===== src/rtl/muldiv_unit.sv =====
// muldiv_unit: HI/LO multiply/divide unit.
//   MULT/MULTU form a 2*XLEN-bit product in MUL_LAT cycles.
//   DIV/DIVU run a restoring divider at one quotient bit per cycle,
//   followed by one sign-fix cycle.
//   MTHI/MTLO write HI/LO directly.
// Ports:
//   clk, resetn          clock, asynchronous active-low reset
//   req_valid/req_ready  request handshake; req_op selects the operation
//   req_src1, req_src2   rs / rt operands
//   cancel               abort the in-flight operation (beats acceptance)
//   busy                 MUL, DIV or FIX in progress
//   done, div_by_zero    one-cycle completion pulse and zero-divisor flag
//   hi, lo               architectural HI/LO registers
module muldiv_unit #(
  parameter int XLEN    = 32,
  parameter int MUL_LAT = 2
) (
  input  logic            clk,
  input  logic            resetn,
  input  logic            req_valid,
  output logic            req_ready,
  input  logic [2:0]      req_op,
  input  logic [XLEN-1:0] req_src1,
  input  logic [XLEN-1:0] req_src2,
  input  logic            cancel,
  output logic            busy,
  output logic            done,
  output logic            div_by_zero,
  output logic [XLEN-1:0] hi,
  output logic [XLEN-1:0] lo
);

  localparam int CW           = $clog2(XLEN + 1);
  localparam int MUL_FIRE_CNT = (MUL_LAT > 1) ? MUL_LAT - 2 : 0;

  typedef enum logic [1:0] {IDLE, MUL, DIV, FIX} state_t;
  typedef enum logic [2:0] {
    OP_MULT  = 3'd0,
    OP_MULTU = 3'd1,
    OP_DIV   = 3'd2,
    OP_DIVU  = 3'd3,
    OP_MTHI  = 3'd4,
    OP_MTLO  = 3'd5
  } op_t;

  state_t            r_state, w_next;
  logic [2:0]        r_op;
  logic [XLEN-1:0]   r_a, r_b;
  logic [XLEN-1:0]   r_rem, r_quo, r_dvs;
  logic              r_neg_q, r_neg_r;
  logic [CW-1:0]     r_cnt;
  logic [XLEN-1:0]   r_hi, r_lo;
  logic              r_done, r_dz;

  logic              w_accept, w_req_mul, w_req_div, w_req_sdiv;
  logic              w_mul_signed, w_mul_fire, w_q_bit;
  logic [XLEN-1:0]   w_ma, w_mb, w_abs_a, w_abs_b, w_fix_q, w_fix_r;
  logic [2*XLEN-1:0] w_ext_a, w_ext_b, w_prod;
  logic [XLEN:0]     w_shift, w_diff;

  assign req_ready   = (r_state == IDLE) && !cancel;
  assign busy        = (r_state != IDLE);
  assign done        = r_done;
  assign div_by_zero = r_dz;
  assign hi          = r_hi;
  assign lo          = r_lo;

  assign w_accept   = req_valid && req_ready;
  assign w_req_mul  = (req_op == OP_MULT) || (req_op == OP_MULTU);
  assign w_req_div  = (req_op == OP_DIV)  || (req_op == OP_DIVU);
  assign w_req_sdiv = (req_op == OP_DIV);
  assign w_abs_a    = (w_req_sdiv && req_src1[XLEN-1]) ? -req_src1 : req_src1;
  assign w_abs_b    = (w_req_sdiv && req_src2[XLEN-1]) ? -req_src2 : req_src2;

  // Results must be visible in the MUL_LAT-th cycle after accept, so the
  // product is written one edge before MUL ends; with MUL_LAT==1 that edge is
  // the accept edge itself and the product comes straight from the request.
  assign w_ma         = (MUL_LAT == 1) ? req_src1 : r_a;
  assign w_mb         = (MUL_LAT == 1) ? req_src2 : r_b;
  assign w_mul_signed = (MUL_LAT == 1) ? (req_op == OP_MULT) : (r_op == OP_MULT);
  assign w_ext_a      = w_mul_signed ? {{XLEN{w_ma[XLEN-1]}}, w_ma} : {{XLEN{1'b0}}, w_ma};
  assign w_ext_b      = w_mul_signed ? {{XLEN{w_mb[XLEN-1]}}, w_mb} : {{XLEN{1'b0}}, w_mb};
  assign w_prod       = w_ext_a * w_ext_b;
  assign w_mul_fire   = !cancel &&
                        ((MUL_LAT == 1) ? (w_accept && w_req_mul)
                                        : (r_state == MUL && r_cnt == CW'(MUL_FIRE_CNT)));

  // Restoring step on magnitudes: the remainder always stays below the
  // divisor, so XLEN bits hold it and one extra bit catches the borrow.
  assign w_shift = {r_rem, r_quo[XLEN-1]};
  assign w_diff  = w_shift - {1'b0, r_dvs};
  assign w_q_bit = !w_diff[XLEN];
  assign w_fix_q = r_neg_q ? -r_quo : r_quo;
  assign w_fix_r = r_neg_r ? -r_rem : r_rem;

  always_ff @(posedge clk or negedge resetn) begin
    if (!resetn) r_state <= IDLE;
    else         r_state <= w_next;
  end

  always_comb begin
    w_next = r_state;
    case (r_state)
      IDLE: begin
        if (w_accept && w_req_mul)      w_next = MUL;
        else if (w_accept && w_req_div) w_next = DIV;
      end
      MUL:     if (r_cnt == CW'(MUL_LAT - 1)) w_next = IDLE;
      DIV:     if (r_cnt == CW'(XLEN - 1))    w_next = FIX;
      FIX:     w_next = IDLE;
      default: w_next = IDLE;
    endcase
    if (cancel) w_next = IDLE;
  end

  always_ff @(posedge clk or negedge resetn) begin
    if (!resetn) begin
      r_op    <= '0;
      r_a     <= '0;
      r_b     <= '0;
      r_rem   <= '0;
      r_quo   <= '0;
      r_dvs   <= '0;
      r_neg_q <= 1'b0;
      r_neg_r <= 1'b0;
      r_cnt   <= '0;
      r_hi    <= '0;
      r_lo    <= '0;
      r_done  <= 1'b0;
      r_dz    <= 1'b0;
    end else begin
      r_done <= 1'b0;
      r_dz   <= 1'b0;

      if (w_accept) begin
        r_op    <= req_op;
        r_a     <= req_src1;
        r_b     <= req_src2;
        r_cnt   <= '0;
        r_rem   <= '0;
        r_quo   <= w_abs_a;
        r_dvs   <= w_abs_b;
        r_neg_q <= w_req_sdiv && (req_src1[XLEN-1] ^ req_src2[XLEN-1]);
        r_neg_r <= w_req_sdiv && req_src1[XLEN-1];
        if (req_op == OP_MTHI) begin
          r_hi   <= req_src1;
          r_done <= 1'b1;
        end
        if (req_op == OP_MTLO) begin
          r_lo   <= req_src1;
          r_done <= 1'b1;
        end
      end else if (r_state == MUL) begin
        r_cnt <= r_cnt + 1'b1;
      end else if (r_state == DIV) begin
        r_cnt <= r_cnt + 1'b1;
        r_rem <= w_q_bit ? w_diff[XLEN-1:0] : w_shift[XLEN-1:0];
        r_quo <= {r_quo[XLEN-2:0], w_q_bit};
      end

      if (w_mul_fire) begin
        r_hi   <= w_prod[2*XLEN-1:XLEN];
        r_lo   <= w_prod[XLEN-1:0];
        r_done <= 1'b1;
      end

      if (r_state == FIX && !cancel) begin
        r_done <= 1'b1;
        if (r_b == '0) begin
          r_lo <= '1;
          r_hi <= r_a;
          r_dz <= 1'b1;
        end else begin
          r_lo <= w_fix_q;
          r_hi <= w_fix_r;
        end
      end
    end
  end

endmodule

===== config.mk =====
export PLATFORM = sky130hd
export DESIGN_NAME = muldiv_unit
export DESIGN_NICKNAME = d
export VERILOG_FILES = /design/src/rtl/muldiv_unit.sv
export SDC_FILE = /design/constraint.sdc
export NUM_CORES = 2
export LEC_CHECK = 0
export CAP_MARGIN = 20
export CORE_MARGIN = 2
export CORE_UTILIZATION = 30
export CTS_CLUSTER_DIAMETER = 150
export DETAILED_ROUTE_END_ITERATION = 8
export PLACE_DENSITY = 0.51
export REMOVE_ABC_BUFFERS = 1
export SYNTH_ARGS = -nofsm -noshare
export SYNTH_HDL_FRONTEND = slang
export SYNTH_SLANG_ARGS = --single-unit

===== constraint.sdc =====
create_clock -name clk -period 14.6 [get_ports clk]
set_input_delay 4.38 -clock clk [delete_from_list [all_inputs] [get_ports clk]]
set_output_delay 4.38 -clock clk [all_outputs]
set_load 0.05 [all_outputs]

==> impl_metrics.ini <==
[status]
status = complete, no violations

[setup_path]
critPathMaxFanout = 24
crit_type = reg2reg
slowest_delay_ns = 0.91
cp-start-kind = flop
crit_top_cell = fa_1
cp-end-kind = flop
critPathSlowestCell = fa_1
critical_path_required_ns = 15.10
cp.depth = 29
crit_family = adder cells
critPathArrivalTime_ns = 11.44
reg2reg_depth = 29
critPathBufInv = 7

[clock_network]
clk_latency_ns = 0.59
cts.reportedPaths.clkPinSlew_ns = 0.07
post-cts-setup-buffers = 0
cts_made_buffers = 28
cts.hold.buffers_added = 0
clockBufferDepth = 3
cts_resized = 0
cts-root-buf = clkbuf_16
cts.htree.levels = 1
cts_sinks = 238
cts_tree = done

[logic_synthesis]
seq_area_frac_synth = 0.09565
synthCells = 6989
synth_area_per_cell_um2 = 8.909
synth-warning-count = 0
synth_cell_type_count = 73
synth_seq_cells = 238
syn_area_um2 = 62260
async_flop_share = 1.000
synth_edf_count = 0
synthFlopType = dfrtp_1

[min_path]
hold_path_depth = 2
hold_class = reg2reg

[layout]
final_cell_mix = 1,575 x inv_1, 1,420 x fa_1, 1,159 x nand2_1
area.sequential_um2 = 5956
area_growth_syn_to_layout_pct = 8.398
instances_no_fill = 9612
final_common_cell = inv_1
drive_gt1_frac = 0.02752
finalNetCount = 8721
multi_input_area_um2 = 49020
fill_cells = 21550

[sta]
fin_skew_ns = 0.03270
fmax_mhz = 91.43
fin_crit_ns = 10.94
hold_violations = 0
grt_setup_unrepaired = no
tns_ns = 0
setup_violations = 0
maxSlewViolCount = 0
relSlewSlack = 0.2828
tightestPinTransition_ns = 1.066
period_share = 0.7491

[drt]
route.detailed.drc = 0
num_vias = 46900
ant_nets = 0
drtIter0Drc = 3495
routed_wl_um = 211900
wl_per_cell_um = 22.04
routed_via_density = 4.879
first_pass_iters = 7

[job]
maxCapViolCount = 0

[global_route]
antenna_found_initial = 10
grt_pass1_wl_um = 326500
grt_max_degree = 120
track_usage = 0.2054
grt_pass1_vias = 50730
overflow = 0

[floorplan]
coreArea_um2 = 206700
num_rows = 167
io_pins = 139
die_area_um2 = 211200
initial_core_util = 0.3013
die_w_um = 459.6
chipHeight_um = 459.6

[placement]
dp_hpwl_um = 169100
routabilityCongestion = 0.9301
portBuffers = 138
dp.cells = 9557
-- sequential cells by signal, summed over array words and instances, names as in the netlist, 3 cells and up --
| register | flops |
|---|---|
| r_cnt | 6 |
| r_rem | 32 |
| r_op | 3 |
| hi | 32 |
| r_dvs | 31 |
| r_quo | 32 |
| lo | 32 |
| r_b | 32 |
| r_a | 32 |
-- worst reg2reg max path, delay by kind of cell, from the launching register on --
| kind | cells | cell delay (ns) |
|---|---|---|
| and+or+nand+nor | 7 | 1.90 |
| DFF | 1 | 0.39 |
| adders and majority gates | 11 | 6.22 |
| AOI/OAI and AO/OA | 4 | 0.70 |
| buffers and inverters | 7 | 1.65 |
-- cell usage after synthesis, types with 14 or more instances --
cell type | instances | area share
xnor2_1 | 165 | 0.023
ha_1 | 347 | 0.070
fa_1 | 1420 | 0.46
o21a_1 | 21 | 0.0025
or4_1 | 17 | 0.0020
nor4_1 | 17 | 0.0017
and3_1 | 36 | 0.0036
a211oi_1 | 19 | 0.0023
a21oi_1 | 181 | 0.015
mux2i_1 | 19 | 0.0031
nor2_1 | 198 | 0.012
o21bai_1 | 17 | 0.0020
nor3_1 | 33 | 0.0027
o22ai_1 | 37 | 0.0037
and2_1 | 405 | 0.041
inv_1 | 1575 | 0.095
nor2b_1 | 14 | 0.0014
nand2b_1 | 17 | 0.0017
nand4_1 | 17 | 0.0017
xor2_1 | 101 | 0.014
clkbuf_1 | 364 | 0.022
a31oi_1 | 51 | 0.0051
o21ai_0 | 228 | 0.018
or3_1 | 18 | 0.0018
a21o_1 | 53 | 0.0064
dfrtp_1 | 238 | 0.096
nand3_1 | 41 | 0.0033
o31ai_1 | 37 | 0.0045
nand2_1 | 1161 | 0.070
-- metrics by stage --
step	hold slack (ns)	worst slack (ns)	utilization	area, um^2
finish	0.4765	3.663	0.3266	67490
global route	0.4953	3.238	0.3265	67480
detailed placement	0.4696	3.847	0.3217	66470
CTS	0.4841	3.752	0.3265	67480
global placement	0.4622	3.854	0.3215	66450
floorplan	0.4471	4.154	-	60830
-- final cells by class --
| cell class | instances | area share |
|---|---|---|
| repair buffers | 244 | 0.03263 |
| flip-flops and latches | 238 | 0.08824 |
| well taps | 2704 | 0.05013 |
| diodes | 5 | 0.0001854 |
| clock buffers | 38 | 0.01183 |
| multi-input cells | 4796 | 0.7263 |
| inverters | 1575 | 0.08759 |
| clock inverters | 12 | 0.003114 |
-- path summary, 6_finish.rpt --
check,end,slack (ns),from
max,hi[29]$_DFFE_PN0P_,3.66,r_op[1]$_DFFE_PN0P_
min,r_dvs[16]$_DFFE_PN0P_,0.48,r_dvs[16]$_DFFE_PN0P_
max reg2reg,hi[29]$_DFFE_PN0P_,3.66,r_op[1]$_DFFE_PN0P_
min reg2reg,r_dvs[16]$_DFFE_PN0P_,0.48,r_dvs[16]$_DFFE_PN0P_
max in group asynchronous,r_b[31]$_DFFE_PN0P_,9.14,resetn
min in group asynchronous,lo[0]$_DFFE_PN0P_,3.90,resetn
-- metal layers --
layer / share of wire / vias to the layer above / global-route usage
li1: - / 20590 / -
met1: 0.42 / 24630 / 0.2775
met2: 0.48 / 1417 / 0.3475
met3: 0.054 / 266 / 0.01633
met4: 0.041 / 0 / 0.06812
met5: 0 / - / 0
-- kinds of logic (layout without fill, tap and decap cells) --
logic type,Yosys count,in the layout,share of synthesized area
simple gates,2001,2001,0.1460
buf+inv,1955,1869,0.1179
fa+ha+maj,1769,1769,0.5266
compound gates,740,740,0.07317
xor+xnor,266,266,0.03742
flops,238,238,0.09565
mux,20,20,0.003235
other cells,0,5,0
Power is not shown: default switching activity piles up to over one toggle a cycle in this logic, so the estimate is an artifact.
